===== src/rtl/hsem_pkg.sv =====
// Shared encodings for the HSEM lock arbiter: master count, owner codes,
// request opcodes and arbiter FSM states.
package hsem_pkg;

  localparam int unsigned NUM_MASTERS = 2;

  // Owner table entry, two bits per semaphore
  localparam logic [1:0] OWN_FREE = 2'b00;
  localparam logic [1:0] OWN_M1   = 2'b01;
  localparam logic [1:0] OWN_M2   = 2'b10;

  // req_op encoding
  localparam logic OP_UNLOCK = 1'b0;
  localparam logic OP_LOCK   = 1'b1;

  // Arbiter FSM states
  localparam logic [1:0] ST_IDLE = 2'b00;
  localparam logic [1:0] ST_EXEC = 2'b01;
  localparam logic [1:0] ST_RESP = 2'b10;

endpackage


===== src/rtl/hsem_rr_arb2.sv =====
// Two-way round-robin picker with its own pointer.
// Ports: clk/rst (async active-high), req[1:0] requesters, take (pick is
// consumed this cycle), pick_c (selected index, combinational), any_c.
// The pointer only advances on contested picks, so the loser of one contest
// is preferred in the next one.
module hsem_rr_arb2 (
  input  logic       clk,
  input  logic       rst,
  input  logic [1:0] req,
  input  logic       take,
  output logic       pick_c,
  output logic       any_c
);

  logic rr_q, rr_d;

  // Pick and pointer update
  always_comb begin
    pick_c = req[1];
    rr_d   = rr_q;
    any_c  = |req;
    if (req == 2'b11) begin
      pick_c = rr_q;
      if (take) rr_d = ~rr_q;
    end
  end

  always_ff @(posedge clk or posedge rst) begin
    if (rst) rr_q <= 1'b0;
    else     rr_q <= rr_d;
  end

endmodule


===== src/rtl/hsem_lock_arbiter.sv =====
// HSEM lock/unlock arbiter and owner table.
// Serialises lock/unlock requests from two masters, maintains the owner of
// each semaphore, and keeps sticky per-master freed-interrupt and
// illegal-unlock error bits with write-1-to-clear strobes.
// Ports: hclk/hreset (async active-high); req_valid/op/wait/id per master;
// req_ack per master + shared req_ok; int_clr/err_clr W1C strobes;
// int_status, err_status, sem_owner, busy (all registered).
module hsem_lock_arbiter
  import hsem_pkg::*;
#(
  parameter int unsigned NUM_SEM = 8,
  parameter int unsigned ID_W    = 3
) (
  input  logic                           hclk,
  input  logic                           hreset,
  input  logic [NUM_MASTERS-1:0]         req_valid,
  input  logic [NUM_MASTERS-1:0]         req_op,
  input  logic [NUM_MASTERS-1:0]         req_wait,
  input  logic [NUM_MASTERS*ID_W-1:0]    req_id,
  output logic [NUM_MASTERS-1:0]         req_ack,
  output logic                           req_ok,
  input  logic [NUM_MASTERS*NUM_SEM-1:0] int_clr,
  input  logic [NUM_MASTERS*NUM_SEM-1:0] err_clr,
  output logic [NUM_MASTERS*NUM_SEM-1:0] int_status,
  output logic [NUM_MASTERS*NUM_SEM-1:0] err_status,
  output logic [2*NUM_SEM-1:0]           sem_owner,
  output logic                           busy
);

  localparam int unsigned BITS = NUM_MASTERS * NUM_SEM;
  localparam int unsigned IW   = $clog2(BITS);

  logic [1:0]         state_q, state_d;
  logic               m_q, m_d;
  logic               op_q, op_d;
  logic               wt_q, wt_d;
  logic [ID_W-1:0]    id_q, id_d;
  logic [2*NUM_SEM-1:0] owner_q, owner_d;
  logic [BITS-1:0]    wait_q, wait_d;
  logic [BITS-1:0]    int_q, int_d;
  logic [BITS-1:0]    err_q, err_d;
  logic [1:0]         ack_q, ack_d;
  logic               ok_q, ok_d;
  logic               busy_q, busy_d;

  logic               take_c;
  logic               pick_c;
  logic               any_c;

  hsem_rr_arb2 u_rr (
    .clk    (hclk),
    .rst    (hreset),
    .req    (req_valid),
    .take   (take_c),
    .pick_c (pick_c),
    .any_c  (any_c)
  );

  // Next-state, owner table and status update
  always_comb begin
    logic [1:0]    mine;
    logic [1:0]    cur;
    logic [IW-1:0] me_i;
    logic [IW-1:0] ot_i;

    state_d = state_q;
    m_d     = m_q;
    op_d    = op_q;
    wt_d    = wt_q;
    id_d    = id_q;
    owner_d = owner_q;
    wait_d  = wait_q;
    // W1C first so a same-cycle set from EXEC overrides the clear
    int_d   = int_q & ~int_clr;
    err_d   = err_q & ~err_clr;
    ack_d   = 2'b00;
    ok_d    = 1'b0;
    take_c  = 1'b0;
    mine    = m_q ? OWN_M2 : OWN_M1;
    cur     = OWN_FREE;
    me_i    = '0;
    ot_i    = '0;

    case (state_q)
      ST_IDLE: begin
        if (any_c) begin
          take_c  = 1'b1;
          m_d     = pick_c;
          op_d    = req_op[pick_c];
          wt_d    = req_wait[pick_c];
          id_d    = pick_c ? req_id[2*ID_W-1:ID_W] : req_id[ID_W-1:0];
          state_d = ST_EXEC;
        end
      end
      ST_EXEC: begin
        state_d     = ST_RESP;
        ack_d[m_q]  = 1'b1;
        // Out-of-range ids match no entry: ok stays 0, nothing changes
        for (int unsigned s = 0; s < NUM_SEM; s++) begin
          if (id_q == ID_W'(s)) begin
            cur  = owner_q[2*s +: 2];
            me_i = IW'(m_q ? NUM_SEM + s : s);
            ot_i = IW'(m_q ? s : NUM_SEM + s);
            if (op_q == OP_LOCK) begin
              if (cur == OWN_FREE) begin
                owner_d[2*s +: 2] = mine;
                ok_d              = 1'b1;
              end else if (cur == mine) begin
                ok_d = 1'b1;
              end else if (wt_q) begin
                wait_d[me_i] = 1'b1;
              end
            end else begin
              wait_d[me_i] = 1'b0;
              if (cur == mine) begin
                owner_d[2*s +: 2] = OWN_FREE;
                ok_d              = 1'b1;
                if (wait_q[ot_i]) begin
                  int_d[ot_i]  = 1'b1;
                  wait_d[ot_i] = 1'b0;
                end
              end else begin
                err_d[me_i] = 1'b1;
              end
            end
          end
        end
      end
      ST_RESP: state_d = ST_IDLE;
      default: state_d = ST_IDLE;
    endcase

    busy_d = (state_d != ST_IDLE);
  end

  always_ff @(posedge hclk or posedge hreset) begin
    if (hreset) begin
      state_q <= ST_IDLE;
      m_q     <= 1'b0;
      op_q    <= 1'b0;
      wt_q    <= 1'b0;
      id_q    <= '0;
      owner_q <= '0;
      wait_q  <= '0;
      int_q   <= '0;
      err_q   <= '0;
      ack_q   <= 2'b00;
      ok_q    <= 1'b0;
      busy_q  <= 1'b0;
    end else begin
      state_q <= state_d;
      m_q     <= m_d;
      op_q    <= op_d;
      wt_q    <= wt_d;
      id_q    <= id_d;
      owner_q <= owner_d;
      wait_q  <= wait_d;
      int_q   <= int_d;
      err_q   <= err_d;
      ack_q   <= ack_d;
      ok_q    <= ok_d;
      busy_q  <= busy_d;
    end
  end

  assign req_ack    = ack_q;
  assign req_ok     = ok_q;
  assign int_status = int_q;
  assign err_status = err_q;
  assign sem_owner  = owner_q;
  assign busy       = busy_q;

endmodule

===== config.mk =====
export PLATFORM = sky130hd
export DESIGN_NAME = hsem_lock_arbiter
export DESIGN_NICKNAME = d
export VERILOG_FILES = /design/src/rtl/hsem_pkg.sv /design/src/rtl/hsem_rr_arb2.sv /design/src/rtl/hsem_lock_arbiter.sv
export SDC_FILE = /design/constraint.sdc
export NUM_CORES = 1
export LEC_CHECK = 0
export ABC_AREA = 1
export CORE_MARGIN = 2
export CORE_UTILIZATION = 30
export CTS_BUF_LIST = sky130_fd_sc_hd__clkbuf_16
export DETAILED_ROUTE_END_ITERATION = 12
export RECOVER_POWER = 100
export SLEW_MARGIN = 10
export SYNTH_ARGS = -nofsm -noshare
export SYNTH_HDL_FRONTEND = slang
export SYNTH_SLANG_ARGS = --single-unit

===== constraint.sdc =====
create_clock -name hclk -period 2.9 [get_ports hclk]
set_input_delay 0.435 -clock hclk [delete_from_list [all_inputs] [get_ports hclk]]
set_output_delay 0.435 -clock hclk [all_outputs]
set_load 0.05 [all_outputs]

## Word level (Yosys, flattened, before mapping)

Index checks and enable logic that the tools add are counted.

| cells by class | value |
|---|---|
| order comparisons | 35 |
| equality and inequality tests | 25 |
| mux-type cells | 271 |
| bitwise operators | 61 |
| reduce and logical (&&, ||, !) cells | 47 |

Operators with widths:

| operator | number |
|---|---|
| 16-bit two-way mux | 135 |
| 16-bit bitwise OR | 24 |
| 16-bit bitwise AND | 18 |
| 16-bit NOT | 18 |
| 4-bit by 5-bit less-than comparator with 1-bit output, second input constant | 16 |
| 1-bit two-way mux | 66 |
| 1-bit demux with 4-bit select | 16 |
| 4-bit by 1-bit >= comparator with 1-bit output, second input constant | 16 |
| 4-bit two-way mux | 16 |
| 2-bit two-way mux | 27 |
| 1-bit binary-select mux with 4-bit select | 8 |
| 4-bit AND reduction | 8 |
| 2-bit zero test | 9 |
| 2-bit nonzero test | 9 |
| 1-bit logical AND | 17 |
| 2-bit equality test | 8 |
| 2-bit by 1-bit != test with 1-bit output, second input constant | 8 |
| 3-bit equality test, second input constant | 4 |
| 3-bit by 2-bit equality test with 1-bit output, second input constant | 2 |
| 1-bit by 2-bit less-than comparator with 1-bit output, second input constant | 2 |
| 2-bit case mux with 2 select lines | 1 |
| 2-bit AND reduction | 2 |
| 3-bit by 1-bit equality test with 1-bit output, second input constant | 1 |
| 3-bit zero test | 1 |
| other kinds (7) | 7 |

| storage, ports and cells | value |
|---|---|
| register bits after elaboration | 77 |
| input port bits | 46 |
| output and inout port bits | 52 |
| word-level logic and storage cells | 459 |

## Depth between registers and ports, before layout

Gate-level depths: netlist (run 1).

| depth | value |
|---|---|
| depth in word-level cells | 61 |
| depth in mapped cells | 10 |
| mapped depth without buffers | 9 |

## Hierarchy

Synthesis (run 1) repeated with hierarchy kept, for this count alone.

| second synthesis, totals | value |
|---|---|
| cell total of the unflattened synthesis | 476 |
| area total of the unflattened synthesis | 3963.8 µm² |

By module, submodules not included:

| module | instances | cells each | area each (µm²) |
|---|---|---|---|
| hsem_lock_arbiter | 1 | 467 | 3898.7 |
| hsem_rr_arb2 | 1 | 9 | 65.1 |

## Worst setup path before layout (run 1)

Ideal clock, no wire load.

| timing | value |
|---|---|
| path type | reg2reg |
| from | register owner_q[4], in the netlist sem_owner[4] |
| to | register owner_q[5], in the netlist sem_owner[5] |
| library setup time | 131 ps |
| arrival | 1477 ps |
| setup slack | 1292 ps |
| stages on the path, launching flop included | 8 |
| period minus slack after synthesis | 1608 ps |
| cell sequence | dfrtp_1 > inv_1 > o21ai_2 > nand2_1 > o21ai_0 > nand3_1 > nand2_1 > o21ai_1 |

| on the way | value |
|---|---|
| word-level cells in the longest chain between the ends | 3 |

Ends and longest elaborated chain:

| element | line | text |
|---|---|---|
| start, declared | hsem_lock_arbiter.sv:38 | `logic [2*NUM_SEM-1:0] owner_q, owner_d;` |
| start signal, assigned | hsem_lock_arbiter.sv:156 | `owner_q <= owner_d;` |
| 2-bit zero test or 2-bit equality test (tied branches) | hsem_lock_arbiter.sv:105, hsem_lock_arbiter.sv:115 |  |
| 2-bit by 1-bit != test with 1-bit output (no line) or 2-bit nonzero test (tied branches) | n/a |  |
| 4-bit AND reduction (no line) (*) | n/a |  |

Mark *: on every way between the ends. The rest lies on a longest branch, timed or not.
A chain may end at the register's enable or synchronous reset.

## Worst setup path in the final report (run 1)

| timing | value |
|---|---|
| from | register owner_q[0], in the netlist sem_owner[0] |
| to | output port sem_owner[0] |

RTL lines:

| element | line | text |
|---|---|---|
| end, declared | hsem_lock_arbiter.sv:26 | `output logic [2*NUM_SEM-1:0] sem_owner,` |

No word-level cell between the ends.

==> results by group, run 1 <==
Layout
  – Ant. Diodes: 0
  – Post-route cell area: 5210 um^2
  – Final net count: 612
  – Area of the multi-input gates: 1450 um^2
  – Register area: 1930 um^2
  – Layout area overhead: 37.5%
  – Share of layout cells above drive strength 1: 6.13%
  – Final core occ: 41.8%
  – # fillers: 1,276

Logic synthesis
  – Mapped Cells: 464
  – #FFs+latches synth: 77
  – Mapped Nets: 510
  – Yosys warning total: 0
  – Syn_area_per_cell: 8.17 um^2
  – Synth unique cells: 37
  – Register area share after synthesis: 50.8%
  – Synthesized cell area: 3790 um^2

Clocking
  – Clk Latency, worst-skew pair: 0.35 ns
  – Post-CTS setup repair buffer count: 0
  – CTS tree: done
  – Clk slew on worst S/H paths: 0.06 ns
  – Hold_buf cts: 0
  – Clock Tree Root: clkbuf_16
  – H-tree lvl count: 3
  – Clk sinks: 77
  – Post_cts resized: 0
  – Inserted Clock Buffers: 9
  – Clock Path Buffers: 2

Global route
  – Gr ovfl total: 0
  – First-pass GRT wire length: 17,200 um
  – Vias in the first global route: 3,429
  – Largest net degree at the start of global routing: 33
  – Antenna violations before repair: 0
  – Overall routing resource usage: 16.9%

Setup path
  – Crit. End Element: output port
  – Crit Path Class: reg -> out
  – Slowest CP cell: dlygate4sd3_1
  – CP required: 2.47 ns
  – Crit path launch type: flop
  – Family with the most delay on the worst path: buffers and inverters
  – Sum of buffers and inverters on the critical path: 1
  – Worst-path fanout max: 7
  – CP Cell Sequence: dlygate4sd3_1
  – Critical Path AT: 1.70 ns
  – Largest stage delay on the critical path: 0.92 ns

STA
  – Final slew viol count: 0
  – Fmax achieved: 468 MHz
  – Setup ws final: 0.762 ns
  – Final hold viol count: 0
  – Final-report setup violation count: 0
  – RSZ-0062 raised after global routing: false
  – Worst slew margin: 45.2%
  – Tmin final: 2.14 ns
  – Setup TNS: 0 ns
  – Worst Max-Slew Pin Slew: 0.821 ns
  – Final Cycle Share: 73.7%
  – Setup Skew: 0.00735 ns

Placement
  – Post-detail-place hpwl: 7800 um
  – Area post-placement: 4950 um^2
  – IO Port Bufs: 97
  – GP Congestion: 0.827
  – Pre-CTS setup slack: 0.828 ns

Detailed routing
  – DRT Pass-1 Iters: 4
  – Total number of vias: 3,510
  – Routed wire per std cell: 14.5 um
  – Vias/cell: 4.72
  – Final antenna-violating net count: 0
  – Total routed wirelength: 10,800 um
  – DR iter-0 viols: 174
  – Drt drc: 0

Run status
  – Outcome: complete, no violations

Floorplanning
  – Initial Util: 30.4%
  – Num ports: 98
  – Die height: 116 um
  – Die area: 13,600 um^2
  – Row count: 41
  – Core area: 12,500 um^2
  – Die width: 116 um

Pwr
  – Power density over the cells: 966 nW/um^2
  – Leak: 2.37 nW
  – Worst ir drop on vdd: 390 uV
  – Tot Pwr: 0.00503 W

Job
  – Max-cap violations: 0

Min path
  – Worst hold path class: reg -> reg
==> report_power, final <==
part	total, W	leakage, nW	switching (W)	internal (W)
Clock	0.00119	0.162	0.000449	0.000743
Combinational	0.00221	1.17	0.00158	0.000632
Sequential	0.00163	1.04	0.000301	0.00133
==> synthesized netlist by cell type <==
cell / n / area share (%)
inv_4: 2 / 0.33
o21ai_0: 24 / 3.2
o211ai_1: 2 / 0.40
nand4_1: 3 / 0.50
clkinv_1: 2 / 0.20
nor2_2: 5 / 0.83
o21a_1: 3 / 0.59
buf_4: 3 / 0.59
a21boi_1: 1 / 0.20
o22ai_1: 29 / 4.8
and2_1: 1 / 0.17
a22oi_1: 3 / 0.59
nor3_4: 2 / 0.86
nor4_1: 1 / 0.17
a21oi_1: 11 / 1.5
nand3_1: 26 / 3.4
xor2_1: 1 / 0.23
buf_1: 1 / 0.099
nor2_1: 29 / 2.9
nand2_1: 106 / 10
a21oi_2: 3 / 0.69
nor3_2: 4 / 1.1
dfrtp_1: 77 / 51
nor3_1: 5 / 0.66
buf_6: 1 / 0.30
inv_1: 71 / 7.0
a22oi_2: 1 / 0.33
buf_2: 3 / 0.40
o21ai_1: 22 / 2.9
clkbuf_1: 2 / 0.20
nor2_4: 1 / 0.30
o21ai_2: 3 / 0.69
nand3_2: 2 / 0.53
a22o_1: 1 / 0.23
inv_2: 8 / 0.79
o32ai_1: 4 / 0.92
nand3b_1: 1 / 0.20
==> final timing paths <==
| path | start | to | slack (ns) | depth (start not counted) |
|---|---|---|---|---|
| worst max register to register | m_q | sem_owner[6] | 0.78 | 6 |
| min in group asynchronous | hreset | int_status[5] | 0.57 | 2 |
| worst min register to register | wait_q[8] | wait_q[8] | 0.49 | 2 |
| max in group asynchronous | hreset | state_q[1] | 1.14 | 3 |
| worst min-delay path | wait_q[8] | wait_q[8] | 0.49 | 2 |
| worst max-delay path | sem_owner[0] | sem_owner[0] | 0.76 | 1 |
==> stage by stage <==
| stage | std cells | hold WS [ns] |
|---|---|---|
| after floorplan | 464 | 0.449 |
| after global placement | 727 | 0.463 |
| after detailed placement | 727 | 0.475 |
| after CTS | 743 | 0.366 |
| after global routing | 743 | 0.518 |
| final | 743 | 0.488 |
==> kinds of logic (layout without fill, tap and decap cells) <==
kind of cell,count (synthesis),in the layout,synth area share (%)
buf+inv,93,200,9.93
xor+xnor,1,1,0.231
compound gates,107,107,17.0
simple gates,186,186,22.0
flops,77,77,50.8
==> sequential cells by signal (all words and copies together) (netlist names), 2 cells and up <==
| signal | count |
|---|---|
| err_status | 16 |
| int_status | 16 |
| sem_owner | 16 |
| wait_q | 16 |
| id_q | 3 |
| req_ack | 2 |
| state_q | 2 |
==> area by class of cell <==
class                   count  share of cell area, %
clock inverters             7                   1.58
clock buffers               9                   4.32
well taps                 172                   4.13
repair buffers            101                   19.1
inverters                  83                   6.07
flip-flops and latches     77                   37.0
multi-input cells         294                   27.8
==> cells in the final DEF, fill, tap and decap left out, drive strengths merged, types with 7 or more instances in the layout <==
cell / Yosys / routed
dlygate4sd3: 0 / 54
nor2: 35 / 35
nand2: 106 / 106
o21ai: 49 / 49
nor3: 11 / 11
clkbuf: 2 / 11
dfrtp: 77 / 77
inv: 81 / 81
clkinv: 2 / 7
a21oi: 14 / 14
o22ai: 29 / 29
nand3: 28 / 28
clkdlybuf4s50: 0 / 43
==> per-layer routing <==
metal / track usage (%) / part of all wire, % / wire length (um)
met1: 22.4 / 46 / 5000
met2: 26.7 / 45 / 4910
met3: 4.05 / 6.6 / 709
met4: 6.67 / 1.7 / 188
met5: 0 / 0 / 0
Note: power is estimated with default switching activity, not from simulation.
==> run 2: changes to the inputs <==
clock period = 2.2 ns   (was 2.9 ns; I/O delays follow)
==> run 2 against run 1 <==
Compared with the run above: design area grew 1.1%; worst setup slack lost 0.60 ns; clock skew shrank 0.00086 ns; register-to-register slack lost 0.42 ns; critical path depth is the same; critical path type unchanged.
==> results by group, run 2 (synthesis results as in run 1) <==
Pwr
  – Power density over the cells: 1270 nW/um^2
  – Sequential share of power: 31.1%
  – Leak: 2.39 nW
  – Tot Pwr: 0.00669 W
  – Worst ir drop on vdd: 426 uV
  – Switching Fraction: 45.6%
  – Comb power frac: 45.6%
  – Clock share of power: 23.2%
  – P_int: 0.00364 W
  – Psw: 0.00305 W

Run status
  – Outcome: complete, no violations

Min path
  – Hold Startpoint: wait_q[9]
  – Worst hold path depth: 2
  – Worst hold path class: reg -> reg
  – Hold Path End: wait_q[9]

STA
  – Final slew viol count: 0
  – Final hold viol count: 0
  – Final-report setup violation count: 0
  – Setup TNS: 0 ns
  – Tmin final: 2.04 ns
  – Worst slew margin: 29.0%
  – Fmax achieved: 490 MHz
  – RSZ-0062 raised after global routing: false
  – Setup ws final: 0.159 ns
  – Worst Max-Slew Pin Slew: 1.07 ns
  – Final Cycle Share: 92.8%
  – Setup Skew: 0.00649 ns

Setup path
  – Crit. End Element: output port
  – Worst-path fanout max: 6
  – Family with the most delay on the worst path: buffers and inverters
  – Reg2reg start: m_q
  – Reg2reg end: sem_owner[6]
  – Reg2Reg Setup Slack: 0.36 ns
  – Critical Path AT: 1.71 ns
  – Largest stage delay on the critical path: 0.91 ns
  – Crit path launch type: flop
  – Crit Path Class: reg -> out
  – R2r worst-path depth: 6
  – Slowest CP cell: dlygate4sd3_1
  – CP Cell Sequence: dlygate4sd3_1
  – CP required: 1.87 ns
  – Sum of buffers and inverters on the critical path: 1

Floorplanning
  – Die width: 116 um
  – Num ports: 98
  – Core area: 12,500 um^2
  – Die area: 13,600 um^2
  – Row count: 41
  – Die height: 116 um
  – Initial Util: 30.4%

Placement
  – Area post-placement: 5020 um^2
  – IO Port Bufs: 97
  – GP Congestion: 0.854
  – Post-detail-place hpwl: 7790 um
  – Pre-CTS setup slack: 0.464 ns

Detailed routing
  – Routed wire per std cell: 14.2 um
  – Wire length on met2: 4950 um
  – Total number of vias: 3,530
  – DR iter-0 viols: 187
  – DRT Pass-1 Iters: 4
  – Final antenna-violating net count: 0
  – Total routed wirelength: 10,700 um
  – Met3 WL post-DR: 760 um
  – DR top layer: met4
  – Drt drc: 0
  – Routed met1 length: 4800 um
  – Vias/cell: 4.70

Global route
  – Antenna violations before repair: 0
  – Overall routing resource usage: 16.7%
  – Vias in the first global route: 3,495
  – First-pass GRT wire length: 17,300 um
  – Gr ovfl total: 0
  – Largest net degree at the start of global routing: 78

Layout
  – Ant. Diodes: 0
  – Layout area overhead: 39.0%
  – Post-route cell area: 5270 um^2
  – Final net count: 620
  – Share of layout cells above drive strength 1: 6.91%
  – Commonest non-fill, non-tap cells in the layout: nand2_1, dfrtp_1, inv_1, dlygate4sd3_1, clkdlybuf4s50_1
  – Commonest non-fill, non-tap cell in the layout: nand2_1

Clocking
  – Clock Tree Root: clkbuf_16
  – Inserted Clock Buffers: 9
  – Post_cts resized: 0
  – Post-CTS setup repair buffer count: 0
  – CTS tree: done
  – Clk Latency, worst-skew pair: 0.34 ns
  – Clock Path Buffers: 2
  – H-tree lvl count: 3
  – Hold_buf cts: 0
  – Clk slew on worst S/H paths: 0.06 ns
  – Clk sinks: 77

Job
  – Max-cap violations: 0
## run 2: cell types whose count changed in the layout (fill, tap and decap cells not counted), moves of 2 or more
cell and delta:
buf_4 +7, clkbuf_1 +2, inv_1 -2, clkbuf_2 -2, clkinv_1 +2
## run 2: per-layer routing
| metal | GRT usage, % | vias up |
|---|---|---|
| met5 | 0 | - |
| met4 | 6.35 | 0 |
| met3 | 4.00 | 15 |
| met2 | 26.3 | 127 |
| met1 | 22.4 | 1647 |
| li1 | - | 1741 |
## run 2: worst max path at each step
stage / to / start / cells after the start / slack (ns)
detailed placement: sem_owner[0] / m_q / 8 / 0.46
finish: sem_owner[2] / sem_owner[2] / 1 / 0.16
global route: sem_owner[10] / id_q[0] / 7 / 0.12
floorplan: sem_owner[5] / sem_owner[4] / 7 / 0.59
global placement: sem_owner[0] / m_q / 8 / 0.49
CTS: sem_owner[0] / sem_owner[0] / 1 / 0.22
## run 2: area by class of cell
class,instances,area (um^2)
Timing Repair Buffer,109,1050
Sequential cell,77,1930
Fill cell,1256,7200
Inverter,83,320
Tap cell,172,215
Multi-Input combinational cell,294,1450
Clock inverter,7,81.3
Clock buffer,9,225
## run 2: metrics by stage
step	hold slack (ns)	cells	utilization, %
2_1_floorplan	0.421	464	-
3_3_place_gp	0.464	735	40.3
3_5_place_dp	0.473	735	40.3
4_1_cts	0.475	751	42.8
5_1_grt	0.518	751	42.3
6_report	0.483	751	42.3
## run 2: power by group through the flow
stage | Combinational (W) | Clock [W] | Sequential (W)
3_5_place_dp | 0.00321 | 0 | 0.00211
3_3_place_gp | 0.00317 | 0 | 0.00210
4_1_cts | 0.00322 | 0.00159 | 0.00209
2_1_floorplan | 0.00169 | 0 | 0.00256
5_1_grt | 0.00337 | 0.00166 | 0.00213
6_report | 0.00305 | 0.00155 | 0.00208
==> run 3: changes to the inputs <==
CTS_CLUSTER_SIZE = 12   (was unset)
==> results of run 3 <==
Same layout as run 2: the final DEF is identical, and so are final timing and power.
==> edit, RTL diff (settings of run 1) <==
Make the reset (`hreset` and `rst`) synchronous in 2 clocked blocks. Comments in the files are not updated.
--- a/src/rtl/hsem_rr_arb2.sv
+++ b/src/rtl/hsem_rr_arb2.sv
@@ -26,5 +26,5 @@
   end
 
-  always_ff @(posedge clk or posedge rst) begin
+  always_ff @(posedge clk) begin
     if (rst) rr_q <= 1'b0;
     else     rr_q <= rr_d;
--- a/src/rtl/hsem_lock_arbiter.sv
+++ b/src/rtl/hsem_lock_arbiter.sv
@@ -134,5 +134,5 @@
   end
 
-  always_ff @(posedge hclk or posedge hreset) begin
+  always_ff @(posedge hclk) begin
     if (hreset) begin
       state_q <= ST_IDLE;
Function: not settled (the Yosys comparison gave no result); the edit may change what the design does.
==> edit against run 1 <==
- via count rose by 13%
- count of clock-buffer cells in the layout unchanged
- hold slack got worse by 0.037 ns
- design area decreased by 0.58%
- first-iteration DRC count increased by 16%
- routed wire length shrank 2.7%
- area after synthesis rose by 1.2%
- utilization decreased by 0.58 points
- die area is 1.2% higher
- sequential cell count unchanged
- worst setup slack got worse by 0.054 ns
Power is not compared: it rests on default switching activity, and its combinational part moved more than twofold at a synthesized area within 25%.
==> edit: results <==
[timing]
skew_ns = 0.005417
worst_pin_slew_ns = 1.180

[critical_path]
r2r_cells = 10
cp_slowest_cell = clkbuf_1
crit_fanout = 26
critPathMaxStageDelay_ns = 0.89

[synth]
syn_nets = 640
synth.yosys.seq_area_share_pct = 40.17
synthCells = 594
synth_area_leaders = dfxtp_1 (40%), nand2_1 (16%), inv_1 (9.1%), a21oi_1 (8.3%), nand3_1 (8.0%)
synth_xor_area_share_pct = 0
synth_compound_area_share_pct = 13.89
async_flop_share_pct = 0

[power]
internal_power_w = 0.001870

[grt]
grt_max_degree = 27
grt_use_total_pct = 15.74
grt_pass1_wl_mm = 16.87
grt_pass1_vias = 3778

[place]
dpl.hpwl_mm = 7.710
dp_cells = 846
gp_congestion = 0.8299

[detailed_routing]
routed_wl_mm = 10.51
drt_iter0_markers = 201
num_vias = 3969

[cells_and_area]
fillers = 1309
fin_nets = 731
layout-drive-gt1-share_pct = 4.354
fin_cells = 861

[status]
status = finished clean
edit: cell types whose count changed in the layout (fill, tap and decap cells not counted), moves of 4 or more:
cell / run 1 / this run
dfrtp_1: 77 / 0
dfxtp_1: 0 / 77
nand2_1: 106 / 168
a21oi_1: 13 / 64
nand3_1: 28 / 61
o22ai_1: 29 / 0
o21ai_0: 41 / 20
inv_1: 75 / 94
nor2_1: 33 / 47
a31oi_1: 0 / 6
nand4_1: 3 / 8
inv_2: 4 / 0
o32ai_1: 4 / 0
edit: cell families after synthesis:
family          after synthesis
simple gates                298
flops                        77
compound gates              101
buf+inv                     118
edit: routing by layer:
metal	track usage, %	share of wire (%)	up-vias
met1	19.45	47	1794
met4	7.451	1.6	0
li1	-	-	2063
met3	3.502	5.1	12
met5	0	0	-
met2	26.09	47	100
edit: path summary, 6_finish.rpt:
kind | startpoint | end | slack (ns)
setup reg to reg | m_q$_SDFFE_PP0P_ | sem_owner[1]$_SDFFE_PP0P_ | 0.83
setup / recovery | hreset | wait_q[4]$_SDFFE_PP0P_ | 0.71
hold reg to reg | wait_q[14]$_SDFFE_PP0P_ | wait_q[14]$_SDFFE_PP0P_ | 0.45
hold / removal | wait_q[14]$_SDFFE_PP0P_ | wait_q[14]$_SDFFE_PP0P_ | 0.45
edit: area by class of cell:
| cell class | count | area [sq um] | share of cell area (%) |
|---|---|---|---|
| Sequential cell | 77 | 1541 | 29.74 |
| Multi-Input combinational cell | 399 | 1785 | 34.44 |
| Tap cell | 172 | 215.2 | 4.152 |
| Inverter | 96 | 362.8 | 7.000 |
| Timing Repair Buffer | 102 | 998.5 | 19.26 |
| Clock buffer | 9 | 225.2 | 4.345 |
| Clock inverter | 6 | 55.05 | 1.062 |
edit: power by group through the flow:
stage	Clock, W	Sequential (W)	Combinational (W)
final	0.00107	0.00110	0.000406
after detailed placement	0	0.00113	0.000414
after global routing	0.00114	0.00110	0.000453
after floorplan	0	0.00114	0.000253
after CTS	0.00110	0.00110	0.000416
after global placement	0	0.00112	0.000407
edit: critical path, delay by kind of cell:
kind,cells,cell delay [ns]
buffers and inverters,2,1.73
AOI/OAI and AO/OA,2,0.24
edit: through the flow:
stage          utilization (%)  setup slack, ns  area (sq um)  hold WS (ns)
2_1_floorplan                -            1.292          3837        0.4206
3_3_place_gp             39.23            1.148          4931        0.4352
5_1_grt                  41.24           0.4705          5184        0.4650
3_5_place_dp             39.23            1.057          4931        0.4429
4_1_cts                  41.46           0.8392          5211        0.4525
6_report                 41.24           0.7083          5184        0.4508
